File: src/rtl/mem_port_arbiter_pkg.sv
// Shared constants for the unified RAM port arbiter.
// Owner encodings and default starvation limit.
package mem_port_arbiter_pkg;

    localparam logic [1:0] ARB_OWN_NONE = 2'd0;
    localparam logic [1:0] ARB_OWN_INST = 2'd1;
    localparam logic [1:0] ARB_OWN_DATA = 2'd2;

    localparam int ARB_STARVE_MAX = 4;
    localparam int ARB_ADDR_W     = 32;
    localparam int ARB_DATA_W     = 32;

    function automatic int cnt_width(input int max_val);
        return (max_val < 1) ? 1 : $clog2(max_val + 1);
    endfunction

endpackage

File: src/rtl/mem_arb_prio.sv
// Grant decision between IF and MEM with an anti-starvation counter.
// MEM wins conflicts unless IF has been refused STARVE_MAX times in a row.
module mem_arb_prio
    import mem_port_arbiter_pkg::*;
#(
    parameter int STARVE_MAX = ARB_STARVE_MAX
) (
    input  logic clk_i,
    input  logic rst_i,
    input  logic inst_req_i,
    input  logic data_req_i,
    output logic inst_gnt_o,
    output logic data_gnt_o
);

    localparam int CW = cnt_width(STARVE_MAX);
    localparam logic [CW-1:0] MAXV = CW'(STARVE_MAX);

    logic [CW-1:0] starve_q;
    logic [CW-1:0] starve_d;

    always_comb begin
        inst_gnt_o = 1'b0;
        data_gnt_o = 1'b0;
        if (!rst_i) begin
            if (inst_req_i && data_req_i) begin
                if (starve_q == MAXV) begin
                    inst_gnt_o = 1'b1;
                end else begin
                    data_gnt_o = 1'b1;
                end
            end else begin
                inst_gnt_o = inst_req_i;
                data_gnt_o = data_req_i;
            end
        end
    end

    always_comb begin
        starve_d = starve_q;
        if (inst_gnt_o) begin
            starve_d = '0;
        end else if (inst_req_i && (starve_q != MAXV)) begin
            starve_d = starve_q + 1'b1;
        end
    end

    always_ff @(posedge clk_i) begin
        if (rst_i) begin
            starve_q <= '0;
        end else begin
            starve_q <= starve_d;
        end
    end

endmodule

File: src/rtl/mem_port_arbiter.sv
// Shares the unified I/D RAM port between instruction fetch and MEM.
// One access per cycle; RAM data is captured into the response registers.
module mem_port_arbiter
    import mem_port_arbiter_pkg::*;
#(
    parameter int ADDR_W     = ARB_ADDR_W,
    parameter int DATA_W     = ARB_DATA_W,
    parameter int STARVE_MAX = ARB_STARVE_MAX
) (
    input  logic              clk_i,
    input  logic              rst_i,
    input  logic              flush_i,
    input  logic              inst_req_i,
    input  logic [ADDR_W-1:0] inst_addr_i,
    output logic              inst_gnt_o,
    output logic              inst_valid_o,
    output logic [DATA_W-1:0] inst_o,
    input  logic              data_req_i,
    input  logic              data_we_i,
    input  logic [ADDR_W-1:0] data_addr_i,
    input  logic [DATA_W-1:0] data_wdata_i,
    input  logic [3:0]        data_be_i,
    output logic              data_gnt_o,
    output logic              data_valid_o,
    output logic [DATA_W-1:0] data_rdata_o,
    output logic              ram_en_o,
    output logic              ram_we_o,
    output logic [ADDR_W-1:0] ram_addr_o,
    output logic [DATA_W-1:0] ram_wdata_o,
    output logic [3:0]        ram_be_o,
    input  logic [DATA_W-1:0] ram_rdata_i,
    output logic              stallreq_o
);

    logic [1:0]        owner_q, owner_d;
    logic              dwe_q, dwe_d;
    logic              inst_valid_q, inst_valid_d;
    logic [DATA_W-1:0] inst_q, inst_d;
    logic              data_valid_q, data_valid_d;
    logic [DATA_W-1:0] rdata_q, rdata_d;

    mem_arb_prio #(
        .STARVE_MAX (STARVE_MAX)
    ) u_prio (
        .clk_i      (clk_i),
        .rst_i      (rst_i),
        .inst_req_i (inst_req_i),
        .data_req_i (data_req_i),
        .inst_gnt_o (inst_gnt_o),
        .data_gnt_o (data_gnt_o)
    );

    // Grants are already zero during reset, so stall needs its own gate.
    assign stallreq_o = ~rst_i &
        ((inst_req_i & ~inst_gnt_o) | (data_req_i & ~data_gnt_o));

    always_comb begin
        ram_en_o    = inst_gnt_o | data_gnt_o;
        ram_we_o    = data_gnt_o & data_we_i;
        ram_addr_o  = '0;
        ram_wdata_o = '0;
        ram_be_o    = 4'b0000;
        if (data_gnt_o) begin
            ram_addr_o  = data_addr_i;
            ram_wdata_o = data_wdata_i;
            ram_be_o    = data_be_i;
        end else if (inst_gnt_o) begin
            ram_addr_o  = inst_addr_i;
        end
    end

    always_comb begin
        owner_d = ARB_OWN_NONE;
        if (inst_gnt_o) begin
            owner_d = ARB_OWN_INST;
        end else if (data_gnt_o) begin
            owner_d = ARB_OWN_DATA;
        end
        dwe_d = data_gnt_o & data_we_i;
    end

    always_comb begin
        inst_valid_d = (owner_q == ARB_OWN_INST) & ~flush_i;
        inst_d       = inst_valid_d ? ram_rdata_i : inst_q;
        data_valid_d = (owner_q == ARB_OWN_DATA);
        rdata_d      = (data_valid_d && !dwe_q) ? ram_rdata_i : rdata_q;
    end

    always_ff @(posedge clk_i) begin
        if (rst_i) begin
            owner_q      <= ARB_OWN_NONE;
            dwe_q        <= 1'b0;
            inst_valid_q <= 1'b0;
            inst_q       <= '0;
            data_valid_q <= 1'b0;
            rdata_q      <= '0;
        end else begin
            owner_q      <= owner_d;
            dwe_q        <= dwe_d;
            inst_valid_q <= inst_valid_d;
            inst_q       <= inst_d;
            data_valid_q <= data_valid_d;
            rdata_q      <= rdata_d;
        end
    end

    assign inst_valid_o = inst_valid_q;
    assign inst_o       = inst_q;
    assign data_valid_o = data_valid_q;
    assign data_rdata_o = rdata_q;

endmodule

File: config.mk
export PLATFORM = sky130hd
export DESIGN_NAME = mem_port_arbiter
export DESIGN_NICKNAME = d
export VERILOG_FILES = /design/src/rtl/mem_port_arbiter_pkg.sv /design/src/rtl/mem_arb_prio.sv /design/src/rtl/mem_port_arbiter.sv
export SDC_FILE = /design/constraint.sdc
export NUM_CORES = 1
export LEC_CHECK = 0
export BUFFER_PORTS_ARGS = -buffer_cell sky130_fd_sc_hd__buf_2
export CAP_MARGIN = 20
export CORE_AREA = 3 3 107 109
export CTS_CLUSTER_DIAMETER = 30
export DETAILED_ROUTE_END_ITERATION = 8
export DIE_AREA = 0 0 110 112
export PLACE_DENSITY = 0.71
export SYNTH_ARGS = -nofsm -noshare
export SYNTH_HDL_FRONTEND = slang
export SYNTH_HIERARCHICAL = 1
export SYNTH_SLANG_ARGS = --single-unit
File: constraint.sdc
create_clock -name clk_i -period 2.7 [get_ports clk_i]
set_input_delay 0 -clock clk_i [delete_from_list [all_inputs] [get_ports clk_i]]
set_output_delay 0 -clock clk_i [all_outputs]
set_load 0.005 [all_outputs]
* Word-level counts from Yosys, hierarchy flattened *
Index checks and enable logic that the tools add are counted.

storage, ports and cells
  register bits = 72
  bits of input ports = 138
  output and inout bits = 139

cells by class
  add/sub/neg operators = 1
  eq/ne operators = 4
  multiplexer cells = 12
  bitwise operators = 11
  reduce and logical (&&, ||, !) cells = 5

operators with widths
  kind                                                 number
  2-to-1 mux 32 bit                                    3
  2-to-1 mux 1 bit                                     7
  bitwise AND 1 bit                                    5
  2-to-1 mux 4 bit                                     1
  NOT 1 bit                                            4
  adder 3 x 1 -> 3 bit, second input constant          1
  equality test 3 bit, second input constant           1
  logical AND 1 bit                                    3
  inequality test 3 bit, second input constant         1
  equality test 2 x 1 -> 1 bit, second input constant  1
  equality test 2 bit, second input constant           1
  2-to-1 mux 2 bit                                     1
  bitwise OR 1 bit                                     2
  OR reduction 2 bit                                   1
  logical NOT 1 bit                                    1

* Longest topological paths before layout *
  word-level depth = 8
  gate-level depth with buffers = 8
  depth with buffers taken out = 6

* Modules after synthesis *
Netlist, hierarchy kept.

by module, submodules not included
  module            times used  cells an instance  area an instance (um2)
  mem_port_arbiter  1           343                3378.2
  mem_arb_prio      1           22                 178.9

* Worst setup path after synthesis *
Ideal clock, no wire load.

  path kind = reg-to-output
  from = reg u_prio.starve_q[0]
  to = out ram_addr_o[10]
  arrival = 1.780 ns
  required time = 2.700 ns
  slack = 0.920 ns
  cell stages (with the launch flop) = 9
  buffers on the path = 3
  cells stage by stage = dfxtp_1 inv_1 ha_1 a311oi_1 clkbuf_1 nor2b_1 clkbuf_1 buf_2 a22o_1

on the way
  elaborated cells on any way between the ends = 9
  those cells by class = eq/ne: 1; mux: 8

RTL lines
  item                      RTL line                RTL
  start: declaration        mem_arb_prio.sv:19      logic [CW-1:0] starve_q;
  start signal: assignment  mem_arb_prio.sv:52      starve_q <= starve_d;
  equality test 3 bit       mem_arb_prio.sv:27      if (starve_q == MAXV) begin
  2-to-1 mux 1 bit          mem_arb_prio.sv:27
  2-to-1 mux 1 bit          mem_arb_prio.sv:26      if (inst_req_i && data_req_i) begin
  2-to-1 mux 1 bit          mem_arb_prio.sv:25      if (!rst_i) begin
  named net data_gnt_o      mem_port_arbiter.sv:23  output logic data_gnt_o,
  2-to-1 mux 32 bit         mem_port_arbiter.sv:63  if (data_gnt_o) begin
  end: declaration          mem_port_arbiter.sv:28  output logic [ADDR_W-1:0] ram_addr_o,

The timed path passes the listed nets, and every way through them passes these cells.

* Worst setup path in the final report *
  from = reg u_prio.starve_q[0]
  to = out ram_addr_o[11]

on the way
  word-level cells in the longest chain between the ends = 6
  elaborated cells on any way between the ends = 9
  those cells by class = eq/ne: 1; mux: 8

RTL lines
  item                   RTL line                RTL
  equality test 3 bit *  mem_arb_prio.sv:27
  2-to-1 mux 1 bit       mem_arb_prio.sv:27
  2-to-1 mux 1 bit       mem_arb_prio.sv:26
  2-to-1 mux 1 bit       mem_arb_prio.sv:25
  2-to-1 mux 32 bit      mem_port_arbiter.sv:67  end else if (inst_gnt_o) begin
  2-to-1 mux 32 bit *    mem_port_arbiter.sv:63

Every way passes the cells marked *; elsewhere a longest branch is shown, timed or not.

==> qor.tcl <==
set qor(result_of_the_run) {finished clean}
set qor(routed_via_count) 3707
set qor(fraction_of_the_cycle_the_final_worst_path_needs_pct) 87.8
set qor(drt_first_pass_iters) 4
set qor(cp_top_family) {simple AND/OR/NAND/NOR gates}
set qor(share_of_the_synthesized_area_in_the_top_cell_type_pct) 40.5
set qor(yosys_warnings) 6
set qor(finish.instance_area_mm2) 0.00564
set qor(cp-end-kind) {primary output}
set qor(worst_clock_skew_ps) 5.79
set qor(routabilityCongestion) 0.894
set qor(cts.hold.buffers_added) 37
set qor(clock-sinks) 72
set qor(layout-area-overhead-vs-synth_pct) 58.7
set qor(first_global_vias) 3847
set qor(total_leakage_power_uw) 0.00301
set qor(r2r_cells) 6
set qor(timing.final.max_slew_violations) 0
set qor(ioPinCount) 277
set qor(num-nets-final) 806
set qor(gr-usage-all-layers_pct) 20.2
set qor(worstSetupStartpointType) {flop}
set qor(clk-insertion-delay-late_ps) 350
set qor(synth.net_count) 505
set qor(power.ir.vdd_worst_mv) 0.172
set qor(cts_tree) {built}
set qor(hold_viol) 0
set qor(multi_input_area_mm2) 0.00198
set qor(gr-total-overflow) 0
set qor(initial_core_utilization_pct) 33.3
set qor(die_width_um) 110
set qor(clockRootBuffer) {clkbuf_8}
set qor(post-synth-top-area-cell) {dfxtp_1}
set qor(placed_area_mm2) 0.00505
set qor(die_h_um) 112
set qor(slew_headroom_pct) 41.2
set qor(placement.io_buffers) 276
set qor(dp.final_hpwl_um) 9840
set qor(worst_slew_pin_tran_ps) 881
set qor(maximum_number_of_pins_on_one_net_before_global_route_repair) 100
set qor(critical_path.reg2reg.endpoint) {dwe_q}
set qor(reg_to_reg_start) {u_prio/starve_q[0]}
set qor(finalCriticalPeriod_ps) 2370
set qor(routed_via_density) 4.57
set qor(drc) 0
set qor(clk_pin_slew_worst_paths_ps) 70
set qor(worst_hold_path.endpoint) {dwe_q}
set qor(cts_max_path_buffers) 2
set qor(syn-cell-area_mm2) 0.00356
set qor(sequential_cell_area_mm2) 0.00144
set qor(cpPeakStageDelay_ps) 430
set qor(finalSetupTns_ps) 0
set qor(report.final.setup_viol) 0
set qor(drive_gt1_share_pct) 45.6
set qor(number_of_distinct_library_cells_after_synthesis) 25
set qor(core_area_mm2) 0.0107
set qor(drtIter0Drc) 138
set qor(antenna_cells) 0
set qor(worstHoldPathCells) 3
set qor(grt_pass1_wl_um) 19200
set qor(wl_per_cell_um) 15.5
set qor(critPathBufInv) 3
set qor(hold-worst-slack_ps) 50.4
set qor(hold_path_class) {in -> reg}
set qor(cts-buffers-inserted) 9
set qor(yosys-top-cells-area) {dfxtp_1 (41%), mux2i_1 (18%), nand2b_1 (17%)}
set qor(fp-row-count) 38
set qor(maximum_net_fanout_on_the_critical_path) 25
set qor(post-cts-setup-buffers) 0
set qor(antenna_left) 0
set qor(rsz_0062_raised_after_global_routing) {false}
set qor(ys_seq_elements) 72
set qor(post_cts.resized_instances) 0
set qor(crit_path_cell_trace) {inv_1 -> ha_1 -> a21boi_2 -> nor3_1 -> nor2b_2 -> buf_4 -> a22o_1 -> buf_2}
set qor(critical_path_class) {reg -> out}
set qor(timing.hold.worst.start) {data_we_i}
set qor(grt_antenna_before_repair) 0
set qor(synthesis.area_per_instance_um2) 9.75
set qor(synth_sequential_area_ratio_pct) 40.5
set qor(post_route_wl_um) 12600
set qor(cts-htree-levels) 3
set qor(power-per-cell-area_mw_per_mm2) 435
set qor(reg2reg_slack_ps) 850
set qor(critical_path_required_ps) 2700
set qor(postSynthCellCount) 365
set qor(die-area_mm2) 0.0123
set qor(cp_data_arrival_time_ps) 2370
set qor(maxCapViolations) 0
set qor(peak_freq_mhz) 422
set qor(nFillCells) 978
set qor(slowest_stage) {nor3_1}
## cell usage in the layout (no fill, tap or decap), drive strengths merged
cell type / instances
a21boi: 1
a21oi: 4
a22o: 32
a311oi: 1
and2: 37
buf: 284
bufinv: 2
clkbuf: 10
clkinv: 3
clkinvlp: 1
dfxtp: 72
dlygate4sd3: 37
ha: 2
inv: 4
mux2i: 64
nand2: 2
nand2b: 98
nand3: 2
nand4b: 1
nor2: 1
nor2b: 3
nor3: 1
nor3b: 5
o21ai: 1
or2: 1
or3b: 2
## metrics by stage
step / setup WS (ps) / total power [uW] / utilization (%) / cells
after detailed placement: 736 / 1500 / 47.2 / 758
after CTS: 324 / 2490 / 52.8 / 811
after floorplan: 920 / 1290 / - / 365
final: 330 / 2460 / 52.8 / 811
after global placement: 885 / 1490 / 47.2 / 758
after global routing: 148 / 2570 / 52.8 / 811
## tightest hold or removal path: stages
cell and delay, ps:
buf_2 90, and2_1 130, nor2b_1 140
## Yosys cell counts, drive strengths merged
| cell | count |
|---|---|
| nor3b | 5 |
| a21oi | 4 |
| nor2 | 1 |
| a21boi | 1 |
| nand4b | 1 |
| a22o | 32 |
| or2 | 1 |
| mux2i | 64 |
| ha | 2 |
| nor3 | 1 |
| or3b | 2 |
| clkbuf | 22 |
| a311oi | 1 |
| nand3 | 2 |
| nor2b | 3 |
| inv | 4 |
| and2 | 37 |
| nand2 | 2 |
| dfxtp | 72 |
| nand2b | 98 |
| buf | 9 |
| o21ai | 1 |
## final cells by class
cell class,instances,share of cell area (%)
inverter,4,0.266
tap,140,3.10
clock inverter,6,1.46
sequential,72,25.5
multi-input combinational,258,35.1
timing repair buffer,321,32.1
clock buffer,10,2.44
## cells by family after synthesis
logic type | count (synthesis) | synth area share, %
simple gates | 153 | 27.0
flops | 72 | 40.5
mux | 64 | 18.0
compound gates | 39 | 9.15
buf+inv | 35 | 4.64
fa+ha+maj | 2 | 0.703
## sequential cells by signal, summed over array words and instances (netlist names)
signal           cells
owner_q              2
inst_valid_o         1
dwe_q                1
inst_o              32
u_prio/starve_q      3
data_rdata_o        32
data_valid_o         1
## layer usage
layer,GRT usage [%],vias up,wire length (um)
met4,6.82,0,277
met1,21.4,1722,4730
met5,0,-,0
met3,7.65,19,1090
li1,-,1825,-
met2,36.0,141,6480
## report_power, final
part / total [uW] / internal, uW / switching, uW
clock: 940 / 540 / 399
combinational: 417 / 241 / 176
sequential: 1100 / 1090 / 13.4
## worst max-delay path by stage
| stage | endpoint | cells past startpoint | start |
|---|---|---|---|
| floorplan | ram_addr_o[10] | 8 | u_prio/starve_q[0] |
| global placement | ram_addr_o[11] | 8 | u_prio/starve_q[0] |
| detailed placement | ram_addr_o[11] | 8 | u_prio/starve_q[0] |
| CTS | ram_addr_o[11] | 8 | u_prio/starve_q[0] |
| global route | ram_addr_o[5] | 8 | u_prio/starve_q[0] |
| finish | ram_addr_o[11] | 8 | u_prio/starve_q[0] |
Power figures use the tool's default switching activity.
